==> src/rtl/cache_arbiter_pkg.sv <==
// Shared types for the cache-to-memory arbiter.
// Contents: arbiter FSM state, grant owner, and pending operation encodings,
// plus the byte-offset width of a 256-bit cacheline.
package cache_arbiter_pkg;

  // 256-bit line = 32 bytes, so the low 5 address bits select a byte in the line.
  localparam int LINE_OFFSET_BITS = 5;

  typedef enum logic [1:0] {
    IDLE  = 2'd0,
    SERVE = 2'd1,
    RESP  = 2'd2
  } arb_state_t;

  typedef enum logic {
    OWNER_I = 1'b0,
    OWNER_D = 1'b1
  } arb_owner_t;

  typedef enum logic {
    OP_READ  = 1'b0,
    OP_WRITE = 1'b1
  } arb_op_t;

endpackage

==> src/rtl/cache_arbiter_checker.sv <==
// Protocol assertions for cache_arbiter.
// Ports: clk, reset_n, the arbiter's FSM state, the dcache request strobes,
// and the pmem request strobes.
module cache_arbiter_checker
  import cache_arbiter_pkg::*;
(
  input logic       clk,
  input logic       reset_n,
  input arb_state_t state,
  input logic       d_read,
  input logic       d_write,
  input logic       pmem_read,
  input logic       pmem_write
);

  // The dcache must never ask for a fill and a write-back at the same time;
  // the arbiter treats such a request as a write-back.
  assert property (@(posedge clk) disable iff (!reset_n)
                   !((state == IDLE) && d_read && d_write))
    else $error("cache_arbiter: d_read and d_write asserted together");

  // The adaptor is only ever given one operation at a time.
  assert property (@(posedge clk) disable iff (!reset_n)
                   !(pmem_read && pmem_write))
    else $error("cache_arbiter: pmem_read and pmem_write asserted together");

endmodule

==> src/rtl/cache_arbiter.sv <==
// Round-robin arbiter between the icache and dcache line ports and the single
// pmem port of the cacheline adaptor.
// Ports:
//   clk, reset_n                 clock, asynchronous active-low reset
//   i_address/i_read             icache line-read request (held until i_resp)
//   i_rdata/i_resp               returned line and one-cycle completion pulse
//   d_address/d_read/d_write     dcache request (held until d_resp)
//   d_wdata                      dcache write-back line
//   d_rdata/d_resp               returned line and one-cycle completion pulse
//   pmem_address/read/write      line-aligned request to the adaptor
//   pmem_wdata                   write-back line to the adaptor
//   pmem_rdata/pmem_resp         line and completion from the adaptor
// Every pmem-side output comes straight from a register, so there is no
// combinational path from either cache to the adaptor.
module cache_arbiter
  import cache_arbiter_pkg::*;
#(
  parameter int ADDR_WIDTH = 32,
  parameter int LINE_WIDTH = 256
) (
  input  logic                  clk,
  input  logic                  reset_n,
  input  logic [ADDR_WIDTH-1:0] i_address,
  input  logic                  i_read,
  output logic [LINE_WIDTH-1:0] i_rdata,
  output logic                  i_resp,
  input  logic [ADDR_WIDTH-1:0] d_address,
  input  logic                  d_read,
  input  logic                  d_write,
  input  logic [LINE_WIDTH-1:0] d_wdata,
  output logic [LINE_WIDTH-1:0] d_rdata,
  output logic                  d_resp,
  output logic [ADDR_WIDTH-1:0] pmem_address,
  output logic                  pmem_read,
  output logic                  pmem_write,
  output logic [LINE_WIDTH-1:0] pmem_wdata,
  input  logic [LINE_WIDTH-1:0] pmem_rdata,
  input  logic                  pmem_resp
);

  localparam logic [ADDR_WIDTH-1:0] OFFSET_MASK =
    {{(ADDR_WIDTH-LINE_OFFSET_BITS){1'b0}}, {LINE_OFFSET_BITS{1'b1}}};

  function automatic logic [ADDR_WIDTH-1:0] line_align(input logic [ADDR_WIDTH-1:0] addr);
    return addr & ~OFFSET_MASK;
  endfunction

  arb_state_t            state_r, state_s;
  arb_owner_t            owner_r, owner_s;
  arb_owner_t            last_grant_r, last_grant_s;
  arb_op_t               op_r, op_s;
  logic [ADDR_WIDTH-1:0] addr_r, addr_s;
  logic [LINE_WIDTH-1:0] wdata_r, wdata_s;
  logic [LINE_WIDTH-1:0] line_r, line_s;
  logic                  pmem_read_r, pmem_read_s;
  logic                  pmem_write_r, pmem_write_s;
  logic                  i_resp_r, i_resp_s;
  logic                  d_resp_r, d_resp_s;
  logic                  req_i_s, req_d_s, grant_d_s;

  // Next-state, grant selection and next output values.
  always_comb begin
    state_s      = state_r;
    owner_s      = owner_r;
    last_grant_s = last_grant_r;
    op_s         = op_r;
    addr_s       = addr_r;
    wdata_s      = wdata_r;
    line_s       = line_r;
    pmem_read_s  = 1'b0;
    pmem_write_s = 1'b0;
    i_resp_s     = 1'b0;
    d_resp_s     = 1'b0;
    req_i_s      = i_read;
    req_d_s      = d_read | d_write;
    grant_d_s    = 1'b0;

    case (state_r)
      IDLE: begin
        // On a tie the cache that did not win last time goes next.
        if (req_i_s && req_d_s) begin
          grant_d_s = (last_grant_r == OWNER_I);
        end else begin
          grant_d_s = req_d_s;
        end

        if (req_i_s || req_d_s) begin
          state_s = SERVE;
          if (grant_d_s) begin
            owner_s      = OWNER_D;
            last_grant_s = OWNER_D;
            addr_s       = line_align(d_address);
            // A simultaneous read+write from the dcache resolves to the write-back.
            if (d_write) begin
              op_s         = OP_WRITE;
              wdata_s      = d_wdata;
              pmem_write_s = 1'b1;
            end else begin
              op_s        = OP_READ;
              wdata_s     = {LINE_WIDTH{1'b0}};
              pmem_read_s = 1'b1;
            end
          end else begin
            owner_s      = OWNER_I;
            last_grant_s = OWNER_I;
            addr_s       = line_align(i_address);
            op_s         = OP_READ;
            wdata_s      = {LINE_WIDTH{1'b0}};
            pmem_read_s  = 1'b1;
          end
        end else begin
          state_s = IDLE;
        end
      end

      SERVE: begin
        if (pmem_resp) begin
          // Captured for write-backs too; the dcache simply ignores it.
          line_s  = pmem_rdata;
          state_s = RESP;
          if (owner_r == OWNER_D) begin
            d_resp_s = 1'b1;
          end else begin
            i_resp_s = 1'b1;
          end
        end else begin
          pmem_read_s  = (op_r == OP_READ);
          pmem_write_s = (op_r == OP_WRITE);
        end
      end

      RESP: begin
        state_s = IDLE;
      end

      default: begin
        state_s = IDLE;
      end
    endcase
  end

  // State and output registers; reset clears the pmem strobes immediately.
  always_ff @(posedge clk or negedge reset_n) begin
    if (!reset_n) begin
      state_r      <= IDLE;
      owner_r      <= OWNER_I;
      last_grant_r <= OWNER_I;
      op_r         <= OP_READ;
      addr_r       <= {ADDR_WIDTH{1'b0}};
      wdata_r      <= {LINE_WIDTH{1'b0}};
      line_r       <= {LINE_WIDTH{1'b0}};
      pmem_read_r  <= 1'b0;
      pmem_write_r <= 1'b0;
      i_resp_r     <= 1'b0;
      d_resp_r     <= 1'b0;
    end else begin
      state_r      <= state_s;
      owner_r      <= owner_s;
      last_grant_r <= last_grant_s;
      op_r         <= op_s;
      addr_r       <= addr_s;
      wdata_r      <= wdata_s;
      line_r       <= line_s;
      pmem_read_r  <= pmem_read_s;
      pmem_write_r <= pmem_write_s;
      i_resp_r     <= i_resp_s;
      d_resp_r     <= d_resp_s;
    end
  end

  assign pmem_address = addr_r;
  assign pmem_wdata   = wdata_r;
  assign pmem_read    = pmem_read_r;
  assign pmem_write   = pmem_write_r;
  assign i_resp       = i_resp_r;
  assign d_resp       = d_resp_r;
  // Both caches see the same returned line; only the resp pulse qualifies it.
  assign i_rdata      = line_r;
  assign d_rdata      = line_r;

  cache_arbiter_checker u_checker (
    .clk        (clk),
    .reset_n    (reset_n),
    .state      (state_r),
    .d_read     (d_read),
    .d_write    (d_write),
    .pmem_read  (pmem_read_r),
    .pmem_write (pmem_write_r)
  );

endmodule

==> config.mk <==
export PLATFORM = sky130hd
export DESIGN_NAME = cache_arbiter
export DESIGN_NICKNAME = d
export VERILOG_FILES = /design/src/rtl/cache_arbiter_pkg.sv /design/src/rtl/cache_arbiter_checker.sv /design/src/rtl/cache_arbiter.sv
export SDC_FILE = /design/constraint.sdc
export NUM_CORES = 1
export LEC_CHECK = 0
export CAP_MARGIN = 5
export CELL_PAD_IN_SITES_DETAIL_PLACEMENT = 0
export CELL_PAD_IN_SITES_GLOBAL_PLACEMENT = 1
export CORE_AREA = 2 2 541 543
export CTS_BUF_LIST = sky130_fd_sc_hd__clkbuf_8
export DETAILED_ROUTE_END_ITERATION = 6
export DIE_AREA = 0 0 543 545
export MAX_ROUTING_LAYER = met4
export PLACE_DENSITY_LB_ADDON = 0.1
export SLEW_MARGIN = 10
export SYNTH_ARGS = -nofsm -noshare
export SYNTH_HDL_FRONTEND = slang
export SYNTH_SLANG_ARGS = --single-unit
==> constraint.sdc <==
create_clock -name clk -period 2.85 [get_ports clk]
set_clock_uncertainty 0.2 [all_clocks]
set_input_delay 0.57 -clock clk [delete_from_list [all_inputs] [get_ports clk]]
set_output_delay 0.57 -clock clk [all_outputs]
set_load 0.005 [all_outputs]
-- After elaboration in Yosys (flattened, before gate mapping)
Cells that the tools add are included.
- memories kept: 0
- bits in writable memories: 0
- bits of input ports: 582
- word-level logic and storage cells: 45
- output and inout bits: 804
- memory bits (read-only): 0
- bits in registers: 552
- latch bits: 0
- mux-type cells: 25
- div/mod/pow operators: 0
- shift operators: 0
- $mul: 0
- order comparisons: 0
- bitwise gates (word level): 3
- equal/unequal tests: 2
- add/sub/neg operators: 0
- reductions and logical operators: 5
- operators by type and width (operator ; count):
    two-way mux 256 bit ; 2
    two-way mux 32 bit ; 1
    two-way mux 1 bit ; 18
    one-hot mux 1 bit (2 select lines) ; 2
    one-hot mux 2 bit (2 select lines) ; 1
    AND reduction 2 bit ; 2
    equality test 2 x 1 -> 1 bit (second input constant) ; 1
    zero test 2 bit ; 1
    two-way mux 2 bit ; 1
    != test 2 bit (second input constant) ; 1
    inverter 1 bit ; 2
    logical AND 1 bit ; 1
    logical OR 1 bit ; 1
    bitwise OR 1 bit ; 1

-- Depth between registers and ports, before layout
Gate-level depths: netlist of run 1.
- word-level depth: 7
- gate-level depth with buffers: 6
- gate-level depth less buffers: 4

-- Worst setup path before layout of run 1
No wires, ideal clock.
- path type: input to register
- start: input port d_write
- end: register addr_r[12] (netlist: pmem_address[12])
- setup time: 125 ps
- data arrival time: 1749 ps
- path slack: 777 ps
- data required time: 2525 ps
- cell stages on the path: 4
- path buffers: 1
- cell sequence: o2bb2ai_2 -> clkbuf_8 -> mux2_2 -> mux2_2
- longest elaborated chain between the ends: 5
- elaborated cells on any way between the ends: 7
- those cells by class: mux (3); bitwise (1); reduce/logical (3)
- ends and longest elaborated chain (item ; line ; RTL):
    from (decl) ; cache_arbiter.sv:29 ; input logic d_write,
    bitwise OR 1 bit * ; cache_arbiter.sv:75 ; req_d_s = d_read | d_write;
    logical AND 1 bit ; cache_arbiter.sv:81 ; if (req_i_s && req_d_s) begin
    two-way mux 1 bit ; cache_arbiter.sv:81 ;
    two-way mux 1 bit ; cache_arbiter.sv:78 ; case (state_r)
    two-way mux 32 bit ; cache_arbiter.sv:89 ; if (grant_d_s) begin
    to (signal assigned) ; cache_arbiter.sv:149 ; addr_r <= {ADDR_WIDTH{1'b0}};
    to (signal assigned) ; cache_arbiter.sv:161 ; addr_r <= addr_s;
    to (decl) ; cache_arbiter.sv:52 ; logic [ADDR_WIDTH-1:0] addr_r, addr_s;
Mark *: on every way between the ends. The rest lies on a longest branch, timed or not. The select of a mux whose other input is x is not followed.
A chain may end at the register's enable or synchronous reset.

-- Worst setup path after layout of run 1
- start: register line_r[28] (netlist: d_rdata[28])
- end: output port i_rdata[28]
- RTL lines (item ; line ; RTL):
    from (decl) ; cache_arbiter.sv:54 ; logic [LINE_WIDTH-1:0] line_r, line_s;
    from (signal assigned) ; cache_arbiter.sv:151 ; line_r <= {LINE_WIDTH{1'b0}};
    from (signal assigned) ; cache_arbiter.sv:163 ; line_r <= line_s;
    to (decl) ; cache_arbiter.sv:25 ; output logic [LINE_WIDTH-1:0] i_rdata,
No word-level cell between the ends.

==> flow_metrics.py, run 1 <==
metrics = {
    "timing": {
        "clock.fmax_mhz": 374,
        "period_needed_ns": 2.68,
        "min_period_over_period": 0.939,
        "finalHoldViolCount": 0,
        "setup_violations": 0,
        "report.final.slew_viol_count": 0,
        "setup-tns-final_ns": 0,
        "worst-slew-pin-transition_ns": 0.665,
        "timing.max_slew.rel_slack": 0.557,
    },
    "worst_setup_path": {
        "setup.worst_path.class": "reg2out",
        "worstPathMaxFanout": 3,
        "endpoint_kind": "output port",
        "rrSetupSlack_ns": 0.83,
        "crit_cells": 1,
        "timing.critical_path.max_delay_family": "buffers and inverters",
        "r2r_end": "pmem_wdata[101]",
        "worst-r2r-cell-count": 5,
        "critical_path.cell_chain": "clkdlybuf4s50_1",
        "timing.critical_path.from_type": "flip-flop",
        "max_stage_delay_ns": 0.56,
        "worst_path_max_delay_cell": "sky130_fd_sc_hd__clkdlybuf4s50_1",
        "critPathArrivalTime_ns": 1.91,
        "timing.rr.start": "state_r[0]",
        "cp.required_ns": 2.08,
        "timing.critical_path.buf_inv": 1,
    },
    "synth": {
        "async_flop_share": 1.00,
        "synthCells": 2022,
        "synth_area_leaders": "sky130_fd_sc_hd__dfrtp_1 (62%), sky130_fd_sc_hd__nand2_1 (13%), sky130_fd_sc_hd__a22o_1 (10%)",
        "top_count_cell_post_synth": "sky130_fd_sc_hd__nand2_1",
        "synthDistinctLibCells": 25,
        "top_area_cell_type_share_of_the_netlist_area": 0.616,
        "synth_area_per_cell_sq_um": 11.0,
        "ys.flop_type": "sky130_fd_sc_hd__dfrtp_1",
        "synth_seq_cells": 547,
        "post_synth_top_area_cell": "sky130_fd_sc_hd__dfrtp_1",
        "post_synth_most_frequent_cells": "sky130_fd_sc_hd__nand2_1 (769), sky130_fd_sc_hd__dfrtp_1 (547), sky130_fd_sc_hd__buf_4 (263)",
        "yosysSeqAreaShare": 0.616,
        "count_of_yosys_warnings_during_synthesis": 0,
        "synth_enable_flop_cells": 0,
        "synth_area_sq_um": 22200,
    },
    "global_route": {
        "global_route_wire_length_before_repair_um": 232000,
        "via_count_of_the_first_global_routing_pass": 23500,
        "grt.total_usage": 0.120,
        "antenna_found_initial": 107,
        "globalRoute.totalOverflow": 0,
        "grt_max_degree": 90,
    },
    "floorplan": {
        "rows": 198,
        "starting_density_of_the_core": 0.0766,
        "die_width_um": 543,
        "dieHeight_um": 545,
        "die_area_sq_um": 296000,
        "io_pins": 1386,
        "core-area_sq_um": 290000,
    },
    "power_and_ir_drop": {
        "ir_drop_mv": 0.414,
        "cellPowerDensity_nw_per_um2": 1030,
        "power.static_leakage_nw": 19.8,
    },
    "job": {
        "timing.max_cap.violations": 0,
    },
    "route": {
        "route.vias.total": 21600,
        "drt_wl_total_um": 178000,
        "detail_route.vias_per_cell": 2.80,
        "wl_per_cell_um": 23.1,
        "drtAntennaViolNets": 0,
        "first_pass_iters": 5,
        "dr.first_iter.drc_count": 885,
        "post-route-drc-count": 0,
    },
    "clocking": {
        "clock_tree_from_tritoncts": "yes",
        "ctsRootBufferMaster": "sky130_fd_sc_hd__clkbuf_8",
        "clk_pin_slew_ns": 0.05,
        "insertion_delay_ns": 0.84,
        "cts_buffers": 140,
        "clock_sink_count": 547,
        "htree_levels": 4,
        "clock_path_buffers": 4,
    },
    "finish": {
        "layout-area-overhead-vs-synth_pct": 108,
        "layout.cells.non_filler": 7711,
        "fill_cells": 32500,
        "share_of_post_route_cells_with_drive_strength_above_1": 0.0983,
        "design.final.nets": 4247,
    },
    "place": {
        "placed_cells": 7004,
        "gpl.final_weighted_congestion": 0.750,
        "place.port_buffers": 1370,
        "dpl.hpwl_um": 144000,
    },
    "hold_path": {
        "hold_path_end": "d_rdata[249]",
        "timing.hold.worst_path_depth": 3,
        "hold_path.startpoint": "pmem_rdata[249]",
        "worst_hold_path_type": "in2reg",
    },
    "run_status": {
        "status": "completed",
    },
}
## routing by layer
| metal | vias up | track usage | part of all wire |
|---|---|---|---|
| met4 | 0 | 0.0280 | 0.025 |
| met3 | 271 | 0.0511 | 0.10 |
| met1 | 10400 | 0.139 | 0.41 |
| met5 | - | - | 0 |
| li1 | 9801 | - | - |
| met2 | 1103 | 0.192 | 0.46 |
## flip-flops by register name (all words and copies together) (netlist names)
signal        flops
d_rdata         256
d_resp            1
i_resp            1
last_grant_r      1
op_r              1
pmem_address     27
pmem_read         1
pmem_wdata      256
pmem_write        1
state_r           2
## logic make-up after synthesis
family,after synthesis,synth area share
and+or+nand+nor,775,0.131
DFF,547,0.616
buffers and inverters,382,0.121
AOI/OAI and AO/OA,262,0.104
muxes,55,0.0278
other,1,0.000169
## final cells by class
cell class | count | area [sq um] | area share
diodes | 56 | 140 | 0.00304
clock buffers | 167 | 2300 | 0.0498
clock inverters | 65 | 379 | 0.00821
inverters | 3 | 18.8 | 0.000406
multi-input cells | 1097 | 5880 | 0.127
flip-flops and latches | 547 | 13700 | 0.297
well taps | 3900 | 4880 | 0.106
repair buffers | 1876 | 18800 | 0.408
## stage by stage
step / util / setup slack, ns / cell area, sq um / total power, W / hold slack [ns]
finish: 0.159 / 0.174 / 46200 / 0.0475 / 0.148
global route: 0.159 / -0.00530 / 46100 / 0.0512 / 0.0207
CTS: 0.159 / 0.000730 / 46000 / 0.0493 / 0.00119
detailed placement: 0.135 / 0.168 / 39200 / 0.0382 / 0.280
global placement: 0.135 / 0.183 / 39200 / 0.0385 / 0.281
floorplan: - / 0.777 / 22200 / 0.0219 / 0.0744
## worst max path at each step
| stage | startpoint | to | slack [ns] |
|---|---|---|---|
| after detailed placement | i_read | pmem_wdata[178] | 0.17 |
| after global routing | pmem_wdata[108] | pmem_wdata[108] | -0.005 |
| after floorplan | d_write | pmem_address[12] | 0.78 |
| final | d_rdata[28] | i_rdata[28] | 0.17 |
| after CTS | d_rdata[178] | d_rdata[178] | 0.0007 |
| after global placement | i_read | pmem_wdata[87] | 0.18 |
## report_power, final
group | leakage (nW) | internal [W] | switching, W | total, W
Combinational | 11.3 | 0.0124 | 0.00957 | 0.0220
Sequential | 6.92 | 0.0116 | 0.00386 | 0.0154
Clock | 1.55 | 0.00553 | 0.00450 | 0.0100
Total | 19.8 | 0.0295 | 0.0179 | 0.0475
## timing repair
action / 4_1_cts / 5_1_grt
gates cloned: 0 / 0
gates resized for setup: 133 / 3
buffers inserted: 0 / 0
endpoints found under the hold margin: 838 / 0
setup endpoints to repair: 157 / 3
hold buffers: 419 / 0
## cell usage in the layout (no fill, tap or decap), drive strengths merged
cell	instances
or3b	1
and2	1
a22o	256
bufinv	3
buf	90
mux2i	1
clkdlybuf4s50	1270
conb	5
o2bb2ai	1
o31ai	1
mux2	54
clkinvlp	5
nand2	769
o21bai	1
nor2	3
clkinv	6
clkbuf	167
inv	54
dlygate4sd2	95
a21o	1
a21boi	1
dfrtp	547
o22ai	1
dlymetal6s2s	3
nand3b	1
dlygate4sd3	418
diode	56
(Power assumes the default switching activity.)
==> run 2, diff against run 1 <==
PLACE_DENSITY_LB_ADDON = 0.15   (was 0.1)
==> run 2 against run 1 <==
Routed wire length increased by 3.2%; largest cell class unchanged; sequential share of layout area shrank 0.15 points; first-iteration DRC count fell by 8.9%; critical path depth stayed put; largest power group unchanged; non-clock buffer count rose by 37; register-to-register slack improved by 0.03 ns; final area up 0.62%; fmax decreased by 0.36%; via count did not move; count of clock-buffer cells in the layout decreased by 3; power increased by 1.5%; die area is the same.
==> flow_metrics.py, run 2 (same netlist as run 1, synthesis figures left out) <==
metrics = {
    "clocking": {
        "clock_tree_from_tritoncts": "yes",
        "cts_buffers": 137,
        "htree_levels": 4,
        "clock_sink_count": 547,
        "ctsRootBufferMaster": "sky130_fd_sc_hd__clkbuf_8",
        "insertion_delay_ns": 0.90,
        "clock_path_buffers": 4,
        "clk_pin_slew_ns": 0.06,
    },
    "worst_setup_path": {
        "timing.critical_path.max_delay_family": "buffers and inverters",
        "critPathArrivalTime_ns": 1.92,
        "timing.critical_path.buf_inv": 1,
        "critical_path.cell_chain": "clkdlybuf4s50_1",
        "endpoint_kind": "output port",
        "worstPathMaxFanout": 2,
        "timing.critical_path.from_type": "flip-flop",
        "cp.required_ns": 2.08,
        "worst_path_max_delay_cell": "sky130_fd_sc_hd__clkdlybuf4s50_1",
        "setup.worst_path.class": "reg2out",
        "max_stage_delay_ns": 0.65,
    },
    "global_route": {
        "grt_met2_usage": 0.191,
        "globalRoute.busiestLayer": "met2",
        "grt_max_degree": 87,
        "global_route_wire_length_before_repair_um": 237000,
        "antenna_found_initial": 107,
        "globalRoute.totalOverflow": 0,
        "via_count_of_the_first_global_routing_pass": 23800,
        "grt.total_usage": 0.124,
        "grtUsageMet3": 0.0598,
        "global_route.usage.met1": 0.144,
    },
    "route": {
        "route.vias.total": 21600,
        "wl_per_cell_um": 23.7,
        "drt_wl_total_um": 184000,
        "drtAntennaViolNets": 0,
        "dr.first_iter.drc_count": 806,
        "post-route-drc-count": 0,
        "first_pass_iters": 5,
        "detail_route.vias_per_cell": 2.79,
    },
    "timing": {
        "worst-slew-pin-transition_ns": 0.698,
        "setup_violations": 0,
        "finalHoldViolCount": 0,
        "min_period_over_period": 0.942,
        "report.final.slew_viol_count": 0,
        "timing.max_slew.rel_slack": 0.535,
        "setup-tns-final_ns": 0,
        "period_needed_ns": 2.69,
        "clock.fmax_mhz": 372,
    },
    "floorplan": {
        "die_area_sq_um": 296000,
        "rows": 198,
        "starting_density_of_the_core": 0.0766,
        "io_pins": 1386,
        "core-area_sq_um": 290000,
        "die_width_um": 543,
        "dieHeight_um": 545,
    },
    "finish": {
        "layout-area-overhead-vs-synth_pct": 109,
        "post-route-cell-area_sq_um": 46500,
        "layout_common_cells": "sky130_fd_sc_hd__clkdlybuf4s50_1 (1,191), sky130_fd_sc_hd__nand2_1 (769), sky130_fd_sc_hd__dfrtp_1 (498), sky130_fd_sc_hd__dlygate4sd3_1 (444), sky130_fd_sc_hd__a22o_1 (256)",
        "final_core_utilization": 0.160,
        "layout.cells.non_filler": 7747,
        "design.final.nets": 4281,
        "most_common_library_cell_in_the_layout_ignoring_fill_and_taps": "sky130_fd_sc_hd__clkdlybuf4s50_1",
        "share_of_post_route_cells_with_drive_strength_above_1": 0.104,
    },
    "power_and_ir_drop": {
        "p_sw_w": 0.0188,
        "ir_drop_mv": 0.393,
        "power.static_leakage_nw": 20.1,
        "power.combinational.fraction": 0.470,
        "sw_frac_of_total": 0.390,
        "seq_power_share": 0.319,
        "cellPowerDensity_nw_per_um2": 1040,
        "p_clk_frac": 0.212,
        "internal_power_w": 0.0294,
    },
    "place": {
        "place.port_buffers": 1370,
        "gpl.final_weighted_congestion": 0.800,
        "placedInstanceArea_sq_um": 39200,
        "dpl.hpwl_um": 149000,
        "placed_cells": 7005,
    },
    "hold_path": {
        "worst_hold_path_type": "in2reg",
    },
    "run_status": {
        "status": "completed",
    },
    "job": {
        "timing.max_cap.violations": 0,
    },
}
-- run 2: cell count changes in the layout (fill, tap and decap cells not counted), moves of 8 or more --
| cell | previous run | this run |
|---|---|---|
| sky130_fd_sc_hd__dfrtp_1 | 509 | 498 |
| sky130_fd_sc_hd__dlygate4sd2_1 | 95 | 172 |
| sky130_fd_sc_hd__buf_4 | 58 | 66 |
| sky130_fd_sc_hd__clkdlybuf4s50_1 | 1270 | 1191 |
| sky130_fd_sc_hd__dfrtp_2 | 38 | 49 |
| sky130_fd_sc_hd__dlygate4sd3_1 | 418 | 444 |
-- run 2: power groups by stage --
stage	clock [W]	sequential [W]	combinational (W)
floorplan	0	0.0141	0.00780
global placement	0	0.0156	0.0236
detailed placement	0	0.0156	0.0234
CTS	0.0110	0.0156	0.0235
global route	0.0112	0.0160	0.0248
finish	0.0102	0.0154	0.0226
-- run 2: worst reg2reg max path: cells and delay by family, from the launching register on --
family / cells / cell delay, ns
buf+inv: 3 / 0.52
simple gates: 3 / 0.75
flops: 1 / 0.39
-- run 2: repair_timing --
item,4_1_cts,5_1_grt
hold buffers,445,0
resized for setup,227,5
pin swaps,0,0
endpoints found under the setup margin,238,4
setup buffers,10,0
hold endpoints to repair,990,0
-- run 2: cell type report --
class                           instances  area (sq um)
Sequential cell                       547         13700
Timing Repair Buffer                 1913         19100
Clock buffer                          164          2260
Inverter                                3          18.8
Fill cell                           32500        244000
Antenna cell                           60           150
Multi-Input combinational cell       1097          5880
Clock inverter                         63           412
Tap cell                             3900          4880
-- run 2: metal layers --
metal / part of all wire / vias up
met5: 0 / -
met4: 0.025 / 0
met3: 0.11 / 276
met2: 0.44 / 1111
met1: 0.42 / 10300
li1: - / 9879
-- run 2: stage by stage --
step	hold slack, ns	total power [W]	worst slack, ns
3_5_place_dp	0.280	0.0390	0.219
6_report	0.122	0.0482	0.165
3_3_place_gp	0.282	0.0392	0.207
4_1_cts	0.000621	0.0501	0.000341
2_1_floorplan	0.0744	0.0219	0.777
5_1_grt	0.0319	0.0520	-0.00287
-- run 2: worst paths after layout --
| check | from | endpoint | slack, ns | depth (start not counted) |
|---|---|---|---|---|
| worst max-delay path | pmem_wdata[250] | pmem_wdata[250] | 0.16 | 1 |
| worst min-delay path | pmem_rdata[128] | d_rdata[128] | 0.12 | 3 |
| worst max register to register | state_r[1] | d_rdata[16] | 0.86 | 6 |
| worst min register to register | pmem_wdata[135] | pmem_wdata[135] | 0.30 | 1 |
| max in group asynchronous | reset_n | d_rdata[6] | 1.58 | 4 |
| min in group asynchronous | reset_n | pmem_wdata[34] | 0.21 | 3 |
